## config.mk

```make
export PLATFORM = sky130hd
export DESIGN_NAME = adc_i2s_receiver
export DESIGN_NICKNAME = d
export VERILOG_FILES = /design/src/rtl/adc_i2s_receiver.sv
export SDC_FILE = /design/constraint.sdc
export NUM_CORES = 1
export LEC_CHECK = 0
export ABC_CLOCK_PERIOD_IN_PS = 4500
export BUFFER_PORTS_ARGS = -buffer_cell sky130_fd_sc_hd__buf_4
export CAP_MARGIN = 30
export CORE_AREA = 10 10 95 97
export CTS_BUF_LIST = sky130_fd_sc_hd__clkbuf_2 sky130_fd_sc_hd__clkbuf_4 sky130_fd_sc_hd__clkbuf_8
export DETAILED_ROUTE_END_ITERATION = 16
export DIE_AREA = 0 0 105 107
export GPL_ROUTABILITY_DRIVEN = 0
export PLACE_DENSITY = 0.84
export SYNTH_ARGS = -nofsm -noshare
export SYNTH_HDL_FRONTEND = slang
export SYNTH_SLANG_ARGS = --single-unit
```

## constraint.sdc

```tcl
create_clock -name Clk -period 4.5 [get_ports Clk]
set_clock_uncertainty 0.1 [all_clocks]
set_input_delay 0.675 -clock Clk [delete_from_list [all_inputs] [get_ports Clk]]
set_output_delay 0.675 -clock Clk [all_outputs]
set_load 0.02 [all_outputs]
```

## src/rtl/adc_i2s_receiver.sv

```systemverilog
`timescale 1ns/1ps
// I2S/left-justified ADC deserialiser: async codec pins -> one stereo frame per LRCK period.
// Frame is presented 1 Clk after its completing BCLK edge; a frame arriving while one is still held unconsumed is dropped and sets sticky Overrun.
module adc_i2s_receiver #(
    parameter int   DATA_WIDTH = 16,
    parameter int   BIT_DELAY  = 1,
    parameter logic LEFT_LEVEL = 1'b0
) (
    input  logic                  Clk,
    input  logic                  Reset_n,
    input  logic                  Enable,
    input  logic                  AUD_BCLK,
    input  logic                  AUD_ADCLRCK,
    input  logic                  AUD_ADCDAT,
    output logic [DATA_WIDTH-1:0] LDATA,
    output logic [DATA_WIDTH-1:0] RDATA,
    output logic                  Valid,
    input  logic                  Ready,
    output logic                  Overrun,
    input  logic                  Clear_overrun
);

    localparam int CW = $clog2(DATA_WIDTH + 1);
    localparam int SW = (BIT_DELAY > 1) ? $clog2(BIT_DELAY) : 1;
    localparam logic [CW-1:0] CNT_FULL  = CW'(DATA_WIDTH);
    localparam logic [SW-1:0] SKIP_INIT = SW'((BIT_DELAY > 0) ? BIT_DELAY - 1 : 0);

    typedef enum logic [1:0] {S_SYNC, S_SKIP, S_SHIFT, S_WAIT} state_t;

    logic [2:0]            r_bclk_s;
    logic [1:0]            r_lrck_s;
    logic [1:0]            r_dat_s;
    logic                  r_lrck_q;
    logic                  r_lrck_ok;
    state_t                r_state;
    logic                  r_chan;
    logic [SW-1:0]         r_skip;
    logic [CW-1:0]         r_cnt;
    logic [DATA_WIDTH-1:0] r_shift;
    logic [DATA_WIDTH-1:0] r_lword;
    logic [DATA_WIDTH-1:0] r_ldata;
    logic [DATA_WIDTH-1:0] r_rdata;
    logic                  r_valid;
    logic                  r_overrun;

    logic                  w_bclk_rise;
    logic                  w_lrck;
    logic                  w_edge;
    logic                  w_capture;
    logic [CW-1:0]         w_cnt_inc;
    logic [DATA_WIDTH-1:0] w_shift_in;
    logic [DATA_WIDTH-1:0] w_aligned;
    logic                  w_word_done;
    logic [DATA_WIDTH-1:0] w_word;
    logic                  w_frame_done;

    assign w_bclk_rise = r_bclk_s[1] & ~r_bclk_s[2];
    assign w_lrck      = r_lrck_s[1];
    // r_lrck_ok masks the bogus "edge" against the reset value of r_lrck_q
    assign w_edge      = w_bclk_rise & r_lrck_ok & (w_lrck != r_lrck_q);
    assign w_capture   = (r_state == S_SHIFT) || ((r_state == S_SKIP) && (r_skip == '0));
    assign w_cnt_inc   = r_cnt + CW'(1);
    assign w_shift_in  = {r_shift[DATA_WIDTH-2:0], r_dat_s[1]};
    assign w_aligned   = r_shift << (CNT_FULL - r_cnt);

    always_comb begin
        w_word_done = 1'b0;
        w_word      = '0;
        if (Enable && w_bclk_rise) begin
            if (w_edge && ((r_state == S_SKIP) || (r_state == S_SHIFT))) begin
                w_word_done = 1'b1;
                w_word      = w_aligned;
            end else if (!w_edge && w_capture && (w_cnt_inc == CNT_FULL)) begin
                w_word_done = 1'b1;
                w_word      = w_shift_in;
            end
        end
    end

    assign w_frame_done = w_word_done & r_chan;

    always_ff @(posedge Clk or negedge Reset_n) begin
        if (!Reset_n) begin
            r_bclk_s  <= '0;
            r_lrck_s  <= '0;
            r_dat_s   <= '0;
            r_lrck_q  <= 1'b0;
            r_lrck_ok <= 1'b0;
            r_state   <= S_SYNC;
            r_chan    <= 1'b0;
            r_skip    <= '0;
            r_cnt     <= '0;
            r_shift   <= '0;
            r_lword   <= '0;
        end else begin
            r_bclk_s <= {r_bclk_s[1:0], AUD_BCLK};
            r_lrck_s <= {r_lrck_s[0], AUD_ADCLRCK};
            r_dat_s  <= {r_dat_s[0], AUD_ADCDAT};
            if (w_bclk_rise) begin
                r_lrck_q  <= w_lrck;
                r_lrck_ok <= 1'b1;
            end
            if (!Enable) begin
                r_state <= S_SYNC;
                r_cnt   <= '0;
                r_shift <= '0;
            end else if (w_bclk_rise) begin
                if (w_word_done && !r_chan)
                    r_lword <= w_word;
                if (w_edge && ((r_state != S_SYNC) || (w_lrck == LEFT_LEVEL))) begin
                    r_chan <= (r_state == S_SYNC) ? 1'b0 : ~r_chan;
                    if (BIT_DELAY == 0) begin
                        r_state <= S_SHIFT;
                        r_shift <= {{(DATA_WIDTH-1){1'b0}}, r_dat_s[1]};
                        r_cnt   <= CW'(1);
                    end else begin
                        r_state <= S_SKIP;
                        r_skip  <= SKIP_INIT;
                        r_shift <= '0;
                        r_cnt   <= '0;
                    end
                end else if ((r_state == S_SKIP) && (r_skip != '0)) begin
                    r_skip <= r_skip - SW'(1);
                end else if (w_capture) begin
                    r_shift <= w_shift_in;
                    r_cnt   <= w_cnt_inc;
                    r_state <= (w_cnt_inc == CNT_FULL) ? S_WAIT : S_SHIFT;
                end
            end
        end
    end

    // Held pair only changes when the consumer has taken (or never had) the previous one
    always_ff @(posedge Clk or negedge Reset_n) begin
        if (!Reset_n) begin
            r_ldata   <= '0;
            r_rdata   <= '0;
            r_valid   <= 1'b0;
            r_overrun <= 1'b0;
        end else begin
            if (w_frame_done) begin
                if (!r_valid || Ready) begin
                    r_ldata <= r_lword;
                    r_rdata <= w_word;
                    r_valid <= 1'b1;
                end
            end else if (r_valid && Ready) begin
                r_valid <= 1'b0;
            end
            if (w_frame_done && r_valid && !Ready)
                r_overrun <= 1'b1;
            else if (Clear_overrun)
                r_overrun <= 1'b0;
        end
    end

    assign LDATA   = r_ldata;
    assign RDATA   = r_rdata;
    assign Valid   = r_valid;
    assign Overrun = r_overrun;

endmodule

```

==> results of run 1 <==
[path summary, 6_finish.rpt]
kind / start / cells past startpoint / to
setup / recovery: r_cnt[0]$_DFFE_PN0P_ / 8 / RDATA[13]$_DFFE_PN0P_
hold / removal: Reset_n / 1 / r_cnt[2]$_DFFE_PN0P_
setup reg to reg: r_cnt[0]$_DFFE_PN0P_ / 8 / RDATA[13]$_DFFE_PN0P_
hold reg to reg: r_bclk_s[0]$_DFF_PN0_ / 0 / r_bclk_s[1]$_DFF_PN0_
max in group asynchronous: Reset_n / 2 / RDATA[5]$_DFFE_PN0P_
min in group Clk: r_bclk_s[0]$_DFF_PN0_ / 0 / r_bclk_s[1]$_DFF_PN0_
[through the flow]
step	cell area, µm²	hold slack, ns	worst slack, ns	utilization	instances
2_1_floorplan	4373	0.2312	1.892	-	378
3_3_place_gp	4664	0.2334	1.461	0.6536	499
3_5_place_dp	4700	0.2413	1.342	0.6585	501
4_1_cts	4903	0.2023	1.334	0.6871	517
5_1_grt	4903	0.2084	1.114	0.6871	517
6_report	4903	0.1827	1.297	0.6871	517
[area by class of cell]
| class | instances | area share |
|---|---|---|
| Timing Repair Buffer | 47 | 0.07604 |
| Tap cell | 99 | 0.02526 |
| Clock inverter | 6 | 0.01480 |
| Sequential cell | 84 | 0.4287 |
| Multi-Input combinational cell | 261 | 0.4208 |
| Clock buffer | 10 | 0.02679 |
| Inverter | 10 | 0.007655 |
[power groups by stage]
stage	combinational, W	clock, W	sequential [W]
final	0.0000456	0.000550	0.000766
after detailed placement	0.0000460	0	0.000781
after global placement	0.0000430	0	0.000781
after CTS	0.0000466	0.000561	0.000766
after floorplan	0.0000209	0	0.000780
after global routing	0.0000516	0.000588	0.000767
[logic make-up (layout without fill, tap and decap cells)]
kind of cell,Yosys count,after routing,share of synthesized area
xor gates and xnor gates,6,6,0.01975
and+or+nand+nor,99,99,0.1107
AOI/OAI and AO/OA,86,86,0.1494
adders and majority gates,6,6,0.01717
DFF,84,84,0.4807
muxes,64,64,0.1742
buffers and inverters,33,73,0.04807
[sequential cells by signal, indices dropped and copies added (netlist names)]
signal     cells
r_lword       16
Overrun        1
r_skip         1
LDATA         16
r_lrck_q       1
RDATA         16
r_lrck_s       2
r_dat_s        2
r_lrck_ok      1
Valid          1
r_chan         1
r_state        2
r_shift       16
r_bclk_s       3
r_cnt          5
[metal layers]
metal / global-route usage / wire length, µm / vias to the layer above
met5: 0 / 0 / -
met1: 0.2070 / 4046 / 1572
li1: - / - / 1443
met4: 0.05196 / 109 / 0
met3: 0.04491 / 584 / 11
met2: 0.2871 / 4656 / 108
[synthesized netlist by cell type, types with 2 or more instances]
library cell	count	area, µm²
a211oi_1	2	15.01
a21o_1	5	37.54
a21oi_1	15	75.07
a221o_1	2	20.02
a221oi_2	2	30.03
a22o_1	21	183.9
a22oi_1	2	15.01
a31oi_1	3	18.77
a32oi_1	4	35.03
buf_12	2	40.04
buf_2	4	20.02
buf_4	5	37.54
buf_6	4	45.04
clkbuf_1	8	30.03
dfrtp_1	84	2102
ha_1	6	75.07
inv_1	9	33.78
mux2_2	37	416.7
mux2_4	10	150.1
mux2i_1	15	150.1
mux4_2	2	45.04
nand2_1	30	112.6
nand2b_1	4	25.02
nand3_1	8	40.04
nand4_1	4	25.02
nor2_1	30	112.6
nor2b_1	6	37.54
nor3_1	6	30.03
nor3b_1	3	22.52
o2111ai_1	2	17.52
o211ai_1	4	30.03
o21ai_0	14	70.07
xnor2_1	2	17.52
==> results.yml, run 1 <==
pwr:
  power.density_mw_per_mm2: 277.7
  fin_total_pwr_w: 0.001361
  swShare: 0.2326
  p_int_w: 0.001045
  ir_worst_vdd_uv: 260.4
  power_leakage_nw: 2.347
  combPwrFrac: 0.033
  pwr-share-clk: 0.404
  p_sw_w: 0.0003166
  pwr-share-seq: 0.563
grt:
  track_usage: 0.1693
  grt_pass1_vias: 3094
  antenna_found_initial: 0
  grt_max_degree: 45
  grt_pass1_wl_um: 15590
  overflow: 0
placement:
  io_buffers: 41
  hpwl_um: 6690
clocking:
  clock_latency_ns: 0.36
  clkSlewWorstSetupHoldPaths_ns: 0.09
  postCtsSetupBuffers: 0
  cts-root-buf: "clkbuf_8"
  cts_tree: "built"
  htree_levels: 3
  clock_path_buffers: 2
  post_cts_resized: 0
  cts_sinks: 84
  numCtsBuffers: 9
  ctsHoldBuffers: 0
setup_path:
  path_class: "register to register"
  critPathMaxFanout: 21
  worstPathRequired_ns: 4.65
  arrival_ns: 3.35
  cp-start-kind: "register"
  crit_slowest_cell: "ha_1"
  path_cells: "inv_1, ha_1, clkinv_1, mux4_2, a21oi_1, a211oi_1, nor2_1, mux2_2"
  cp-end-kind: "register"
  critPathMaxStageDelay_ns: 0.77
  path_buf_inv: 2
  rrSetupSlack_ns: 1.30
  critical-path-top-delay-family: "adder cells"
floorplan:
  die_x_um: 105
  dieArea_mm2: 0.01124
  core_area_mm2: 0.007137
  die_h_um: 107
  start_util: 0.6127
  core.rowCount: 31
  ioPinCount: 42
timing:
  slew_headroom: 0.3805
  worst_pin_slew_ns: 0.9250
  slew_violations: 0
  fin_crit_sh: 0.7119
  min_period_ns: 3.203
  max_freq_ghz: 0.3122
  rsz0062_at_grt: "false"
  final_hold_viol_count: 0
  setup_violations: 0
  fin_tns_setup_ns: 0
logic_synthesis:
  syn_area_mm2: 0.004373
  synthArstFlopShare: 1.000
  synth_ff_type: "dfrtp_1"
  syn_nets: 392
  seq_area_frac_synth: 0.4807
  synth_area_per_cell_um2: 11.57
  yosysWarnings: 0
  ys_ff_latch: 84
  synth_cell_type_count: 56
  postSynthCellCount: 378
  synth_edf_count: 0
finish:
  layout_commonest_cell: "dfrtp_1"
  final_cell_mix: "dfrtp_1, buf_4, mux2_2"
  diodes: 0
  layout-drive-gt1-share: 0.3014
  synthToLayoutAreaGrowth_pct: 12.13
  fillerInstances: 553
  seqCellArea_mm2: 0.002102
  fin_nets: 427
  multiInputGateArea_mm2: 0.002063
drt:
  drtIter0Drc: 253
  drc: 0
  wl_per_cell_um: 18.17
  first_pass_iters: 5
  ant_nets: 0
  via_count: 3134
  via_per_inst: 6.062
  drt-total-wl_um: 9396
flow_run:
  max_cap_viol_count: 0
worst_hold_path:
  hold_path_class: "primary input to async pin"
outcome:
  status: "completed"
No activity file was read; power rests on OpenSTA's default activity.
==> run 2: changes to the inputs <==
==> config.mk (replaced) <==
export PLATFORM = sky130hd
export DESIGN_NAME = adc_i2s_receiver
export DESIGN_NICKNAME = d
export VERILOG_FILES = /design/src/rtl/adc_i2s_receiver.sv
export SDC_FILE = /design/constraint.sdc
export NUM_CORES = 1
export LEC_CHECK = 0
export ABC_AREA = 1
export ABC_CLOCK_PERIOD_IN_PS = 2600
export BUFFER_PORTS_ARGS = -buffer_cell sky130_fd_sc_hd__buf_4
export CAP_MARGIN = 30
export CORE_AREA = 10 10 100 102
export CTS_BUF_LIST = sky130_fd_sc_hd__clkbuf_2 sky130_fd_sc_hd__clkbuf_4 sky130_fd_sc_hd__clkbuf_8
export DETAILED_ROUTE_END_ITERATION = 16
export DIE_AREA = 0 0 110 112
export GPL_ROUTABILITY_DRIVEN = 0
export PLACE_DENSITY = 0.8
export SYNTH_ARGS = -nofsm -noshare
export SYNTH_HDL_FRONTEND = slang
export SYNTH_SLANG_ARGS = --single-unit
==> constraint.sdc (replaced) <==
create_clock -name Clk -period 2.6 [get_ports Clk]
set_clock_uncertainty 0.1 [all_clocks]
set_input_delay 0.39 -clock Clk [delete_from_list [all_inputs] [get_ports Clk]]
set_output_delay 0.39 -clock Clk [all_outputs]
set_load 0.02 [all_outputs]
==> run 2 against run 1 <==
Compared with the run above:
- clock power increased by 71%
- routed wire length grew 7.4%
- synthesized cell count is 48% higher
- sequential power up 74%
- worst hold slack lost 0.16 ns
- critical path depth grew 5
- largest cell class unchanged
- largest power group unchanged
==> results.yml, run 2 <==
logic_synthesis:
  synth_top_area_cell: "dfrtp_1"
  yosysWarnings: 0
  synth_top_area_frac: 0.4773
  syn_nets: 575
  synth.top_cells.by_count: "nand2_1, dfrtp_1, nand3_1, inv_1, o22ai_1"
  synth_edf_count: 0
  yosysMostFrequentCell: "nand2_1"
  syn_area_mm2: 0.004404
  synth_cell_type_count: 31
  synthArstFlopShare: 1.000
  synth_area_per_cell_um2: 7.851
  synth_area_leaders: "dfrtp_1, nand2_1, nand3_1"
  seq_area_frac_synth: 0.4773
  postSynthCellCount: 561
  ys_ff_latch: 84
  synth_ff_type: "dfrtp_1"
drt:
  ant_nets: 0
  drt-total-wl_um: 10090
  first_pass_iters: 8
  via_count: 3930
  via_per_inst: 5.551
  drtIter0Drc: 487
  wl_per_cell_um: 14.25
  drc: 0
setup_path:
  crit_slowest_cell: "dfrtp_1"
  path_cells: "buf_4, inv_1, buf_4, nand3_1, nand2_1, nand2_1, nor2_2, nand2_1, nand2_1, nor2_1, nor2_1, nand2_1, nand2_1"
  critPathMaxStageDelay_ns: 0.40
  arrival_ns: 2.53
  worstPathRequired_ns: 2.81
  cp-start-kind: "register"
  critPathMaxFanout: 19
  cpMostUsedCell: "nand2_1"
  cp-end-kind: "register"
  path_class: "register to register"
floorplan:
  dieArea_mm2: 0.01232
  ioPinCount: 42
  core.rowCount: 33
  start_util: 0.5470
  die_h_um: 112
  core_area_mm2: 0.008051
  die_x_um: 110
timing:
  setup_slack_ns: 0.2814
  slew_headroom: 0.6656
  rsz0062_at_grt: "false"
  min_period_ns: 2.319
  fin_crit_sh: 0.8918
  worst_pin_slew_ns: 0.5016
  whs_ns: 0.02528
  final_hold_viol_count: 0
  slew_violations: 0
  setup_violations: 0
  fin_tns_setup_ns: 0
  max_freq_ghz: 0.4313
placement:
  post-place-ws_ns: 0.2344
  io_buffers: 41
  dp_cells: 691
  hpwl_um: 7337
grt:
  overflow: 0
  grtUsageMet1: 0.2277
  grt_max_degree: 48
  grt_pass1_vias: 3782
  antenna_found_initial: 0
  track_usage: 0.1729
  met2_usage: 0.2669
  grt_pass1_wl_um: 17640
  met3_usage: 0.03403
  busiest_layer: "met2"
finish:
  final_cell_mix: "nand2_1, dfrtp_1, nand3_1"
  diodes: 0
  layout-drive-gt1-share: 0.1791
  layout_commonest_cell: "nand2_1"
  fin_nets: 612
  seqCellArea_mm2: 0.002102
  final_cells: 708
  fillerInstances: 710
  multiInputGateArea_mm2: 0.001919
  synthToLayoutAreaGrowth_pct: 12.93
pwr:
  p_sw_w: 0.0005194
  pwr-share-clk: 0.400
  swShare: 0.2208
  power.density_mw_per_mm2: 472.9
  power_leakage_nw: 2.551
  p_int_w: 0.001833
  combPwrFrac: 0.035
  pwr-share-seq: 0.566
  ir_worst_vdd_uv: 219.3
clocking:
  htree_levels: 3
  cts_tree: "built"
  postCtsSetupBuffers: 0
  clock_path_buffers: 2
  clock_latency_ns: 0.36
  cts-root-buf: "clkbuf_8"
  numCtsBuffers: 9
  cts_sinks: 84
  clkSlewWorstSetupHoldPaths_ns: 0.08
outcome:
  status: "completed"
flow_run:
  max_cap_viol_count: 0
worst_hold_path:
  hold_path_class: "primary input to register"
-- run 2: cell count changes after synthesis, moves of 11 or more --
cell     change
nand2_2     +12
o21ai_1     +11
mux2i_1     -15
nand3_1     +64
o21ai_2     +11
nand2_1    +164
mux2_2      -37
inv_1       +42
nor2_1      -14
a22o_1      -21
o22ai_1     +20
-- run 2: logic make-up (layout without fill, tap and decap cells) --
| group | count (synthesis) | in the layout | share of synthesized area |
|---|---|---|---|
| adder cells (fa/ha/maj) | 6 | 6 | 0.01705 |
| buffers and inverters | 83 | 125 | 0.08750 |
| XOR/XNOR | 2 | 2 | 0.003978 |
| AND/OR/NAND/NOR | 316 | 316 | 0.3165 |
| AO/OA/AOI/OAI | 70 | 70 | 0.09773 |
| flip-flops | 84 | 84 | 0.4773 |
-- run 2: path summary, 6_finish.rpt --
| path | depth (start not counted) | from | to | slack, ns |
|---|---|---|---|---|
| worst max-delay path | 13 | r_cnt[0]$_DFFE_PN0P_ | RDATA[13]$_DFFE_PN0P_ | 0.28 |
| worst min-delay path | 1 | AUD_BCLK | r_bclk_s[0]$_DFF_PN0_ | 0.03 |
| worst max register to register | 13 | r_cnt[0]$_DFFE_PN0P_ | RDATA[13]$_DFFE_PN0P_ | 0.28 |
| worst min register to register | 0 | r_dat_s[0]$_DFF_PN0_ | r_dat_s[1]$_DFF_PN0_ | 0.25 |
| max in group asynchronous | 3 | Reset_n | r_lword[13]$_DFFE_PN0P_ | 1.35 |
| min in group asynchronous | 2 | Reset_n | RDATA[5]$_DFFE_PN0P_ | 0.44 |
-- run 2: critical path, delay by kind of cell, from the launching register on --
kind	cells	cell delay, ns
flip-flops	1	0.40
AND/OR/NAND/NOR	10	1.29
buffers and inverters	3	0.48
-- run 2: area by class of cell --
class	instances	share of cell area
flip-flops and latches	84	0.4226
multi-input cells	394	0.3859
repair buffers	52	0.08151
inverters	57	0.04302
clock buffers	12	0.03069
well taps	105	0.02642
clock inverters	4	0.009811
-- run 2: layer usage --
metal / up-vias / share of wire
met1: 1839 / 0.43
met5: - / 0
met2: 164 / 0.47
met4: 0 / 0.024
li1: 1894 / -
met3: 33 / 0.075
-- run 2: what timing repair did --
| item | 4_1_cts | 5_1_grt |
|---|---|---|
| setup endpoints to repair | 0 | 4 |
| hold buffers | 1 | 0 |
| endpoints found under the hold margin | 37 | 0 |
| gates resized for setup | 0 | 1 |
-- run 2: power groups by stage --
stage	clock network (W)	logic [W]	registers (W)
6_report	0.000941	0.0000812	0.00133
5_1_grt	0.00102	0.0000941	0.00133
4_1_cts	0.000968	0.0000829	0.00133
3_5_place_dp	0	0.0000813	0.00136
3_3_place_gp	0	0.0000792	0.00136
2_1_floorplan	0	0.0000348	0.00135
-- run 2: through the flow --
step / area (µm²) / util / power, W
2_1_floorplan: 4404 / - / 0.001390
3_3_place_gp: 4760 / 0.5911 / 0.001435
3_5_place_dp: 4760 / 0.5911 / 0.001438
4_1_cts: 4971 / 0.6174 / 0.002381
5_1_grt: 4974 / 0.6177 / 0.002449
6_report: 4974 / 0.6177 / 0.002352
==> run 3: changes to the inputs <==
--- a/config.mk
+++ b/config.mk
@@ -9,12 +9,15 @@
 export ABC_CLOCK_PERIOD_IN_PS = 2600
 export BUFFER_PORTS_ARGS = -buffer_cell sky130_fd_sc_hd__buf_4
 export CAP_MARGIN = 30
-export CORE_AREA = 10 10 100 102
+export CELL_PAD_IN_SITES_DETAIL_PLACEMENT = 1
+export CELL_PAD_IN_SITES_GLOBAL_PLACEMENT = 1
+export CORE_AREA = 10 10 115 117
 export CTS_BUF_LIST = sky130_fd_sc_hd__clkbuf_2 sky130_fd_sc_hd__clkbuf_4 sky130_fd_sc_hd__clkbuf_8
 export DETAILED_ROUTE_END_ITERATION = 16
-export DIE_AREA = 0 0 110 112
+export DIE_AREA = 0 0 125 127
 export GPL_ROUTABILITY_DRIVEN = 0
-export PLACE_DENSITY = 0.8
+export PLACE_DENSITY = 0.79
 export SYNTH_ARGS = -nofsm -noshare
 export SYNTH_HDL_FRONTEND = slang
 export SYNTH_SLANG_ARGS = --single-unit
+export TNS_END_PERCENT = 20
==> run 3 against run 2 <==
Compared with the run above:
- worst setup slack lost 0.028 ns
- sequential power is essentially flat
- utilization is 16 points lower
- clock power grew 16%
- non-clock buffer count decreased by 1
- sequential cell count unchanged
- critical path depth is 1 lower
- routed wire length is 22% higher
- combinational power increased by 3.9%
- sequential share of layout area fell by 0.59 points
- critical path type unchanged
==> results.yml, run 3 (synthesized netlist as in run 2, its figures left out) <==
grt:
  grt_max_degree: 45
  grt_pass1_wl_um: 20770
  grt_pass1_vias: 4107
  antenna_found_initial: 0
  overflow: 0
  track_usage: 0.1547
clocking:
  cts_tree: "built"
  numCtsBuffers: 9
  clock_latency_ns: 0.37
  cts-root-buf: "clkbuf_8"
  cts_sinks: 84
  postCtsSetupBuffers: 0
  clkSlewWorstSetupHoldPaths_ns: 0.08
  htree_levels: 3
  clock_path_buffers: 2
drt:
  via_per_inst: 5.199
  via_count: 3873
  drtIter0Drc: 366
  drt-total-wl_um: 12290
  drc: 0
  ant_nets: 0
  wl_per_cell_um: 16.50
  first_pass_iters: 4
timing:
  slew_headroom: 0.6239
  fin_tns_setup_ns: 0
  final_hold_viol_count: 0
  fin_crit_sh: 0.9024
  min_period_ns: 2.346
  max_freq_ghz: 0.4262
  rsz0062_at_grt: "false"
  setup_violations: 0
  slew_violations: 0
  worst_pin_slew_ns: 0.5641
placement:
  io_buffers: 41
  hpwl_um: 9280
floorplan:
  start_util: 0.3959
  core_area_mm2: 0.01113
  ioPinCount: 42
  die_h_um: 127
  dieArea_mm2: 0.01588
  die_x_um: 125
  core.rowCount: 39
setup_path:
  path_cells: "inv_1, ha_1, inv_1, nand2_1, nand2_2, inv_2, nand3_1, nand2_1, nand3_1, o21ai_0, nand2_1, o21ai_1"
  critPathMaxStageDelay_ns: 0.42
  cp-start-kind: "register"
  worstSetupStartpoint: "r_cnt[1]$_DFFE_PN0P_"
  path_buf_inv: 3
  cpMostUsedCell: "nand2_1"
  critPathMaxFanout: 17
  arrival_ns: 2.54
  rr_startpoint: "r_cnt[1]$_DFFE_PN0P_"
  path_class: "register to register"
  crit_slowest_cell: "dfrtp_1"
  critical-path-top-delay-family: "simple AND/OR/NAND/NOR gates"
  cp-end-kind: "register"
  worstPathRequired_ns: 2.79
outcome:
  status: "completed"
pwr:
  ir_worst_vdd_uv: 214.7
  fin_total_pwr_w: 0.002509
  power.density_mw_per_mm2: 497.5
  power_leakage_nw: 2.558
finish:
  layout_commonest_cell: "nand2_1"
  synthToLayoutAreaGrowth_pct: 14.52
  layout-drive-gt1-share: 0.1761
  diodes: 0
  fin_nets: 611
  final_cell_mix: "nand2_1, dfrtp_1, nand3_1"
flow_run:
  max_cap_viol_count: 0
worst_hold_path:
  hold_path_class: "primary input to register"
  hp-start: "AUD_BCLK"
==> run 3: through the flow <==
step                      instances  setup slack [ns]  utilization  hold WS (ns)  cell area, µm²
after floorplan                 561            0.1013            -     -0.005591            4404
after global placement          728            0.4052       0.4314        0.2342            4800
after detailed placement        728            0.3028       0.4314        0.2395            4800
after CTS                       745            0.2505       0.4533      0.008646            5044
after global routing            745          0.009250       0.4533      0.007237            5044
final                           745            0.2537       0.4533       0.02395            5044
==> run 3: per-layer routing <==
layer / wire (µm) / GRT usage
met1: 5687 / 0.1954
met2: 6005 / 0.2632
met3: 378 / 0.02564
met4: 219 / 0.05285
met5: 0 / 0
==> run 3: worst register-to-register path, delay by kind of cell (launching register included) <==
kind / cells / cell delay, ns
and+or+nand+nor: 6 / 0.71
AOI/OAI and AO/OA: 2 / 0.29
DFF: 1 / 0.42
adders and majority gates: 1 / 0.27
buffers and inverters: 3 / 0.49
==> run 3: timing repair <==
action | CTS | global route
resized for setup | 0 | 0
hold buffers | 1 | 0
endpoints found under the hold margin | 40 | 0
==> run 3: area by class of cell <==
| cell class | count | area [µm²] |
|---|---|---|
| repair buffers | 51 | 397.9 |
| clock inverters | 5 | 82.58 |
| multi-input cells | 394 | 1917 |
| flip-flops and latches | 84 | 2102 |
| well taps | 143 | 178.9 |
| fillers | 1399 | 6082 |
| inverters | 57 | 214.0 |
| clock buffers | 11 | 151.4 |
==> run 3: worst paths after layout <==
path	to	slack, ns	cells after the start
worst max-delay path	r_lword[7]$_DFFE_PN0P_	0.25	12
worst min-delay path	r_bclk_s[0]$_DFF_PN0_	0.02	1
worst max register to register	r_lword[7]$_DFFE_PN0P_	0.25	12
worst min register to register	r_dat_s[1]$_DFF_PN0_	0.26	0
max in group asynchronous	r_shift[1]$_DFFE_PN0P_	1.30	3
min in group asynchronous	Overrun$_DFFE_PN0P_	0.46	2
==> run 3: report_power, final <==
| part | internal (W) | leakage, nW | switching, W |
|---|---|---|---|
| Sequential | 0.00132 | 1.10 | 0.0000112 |
| Combinational | 0.0000224 | 1.34 | 0.0000620 |
| Clock | 0.000597 | 0.120 | 0.000496 |
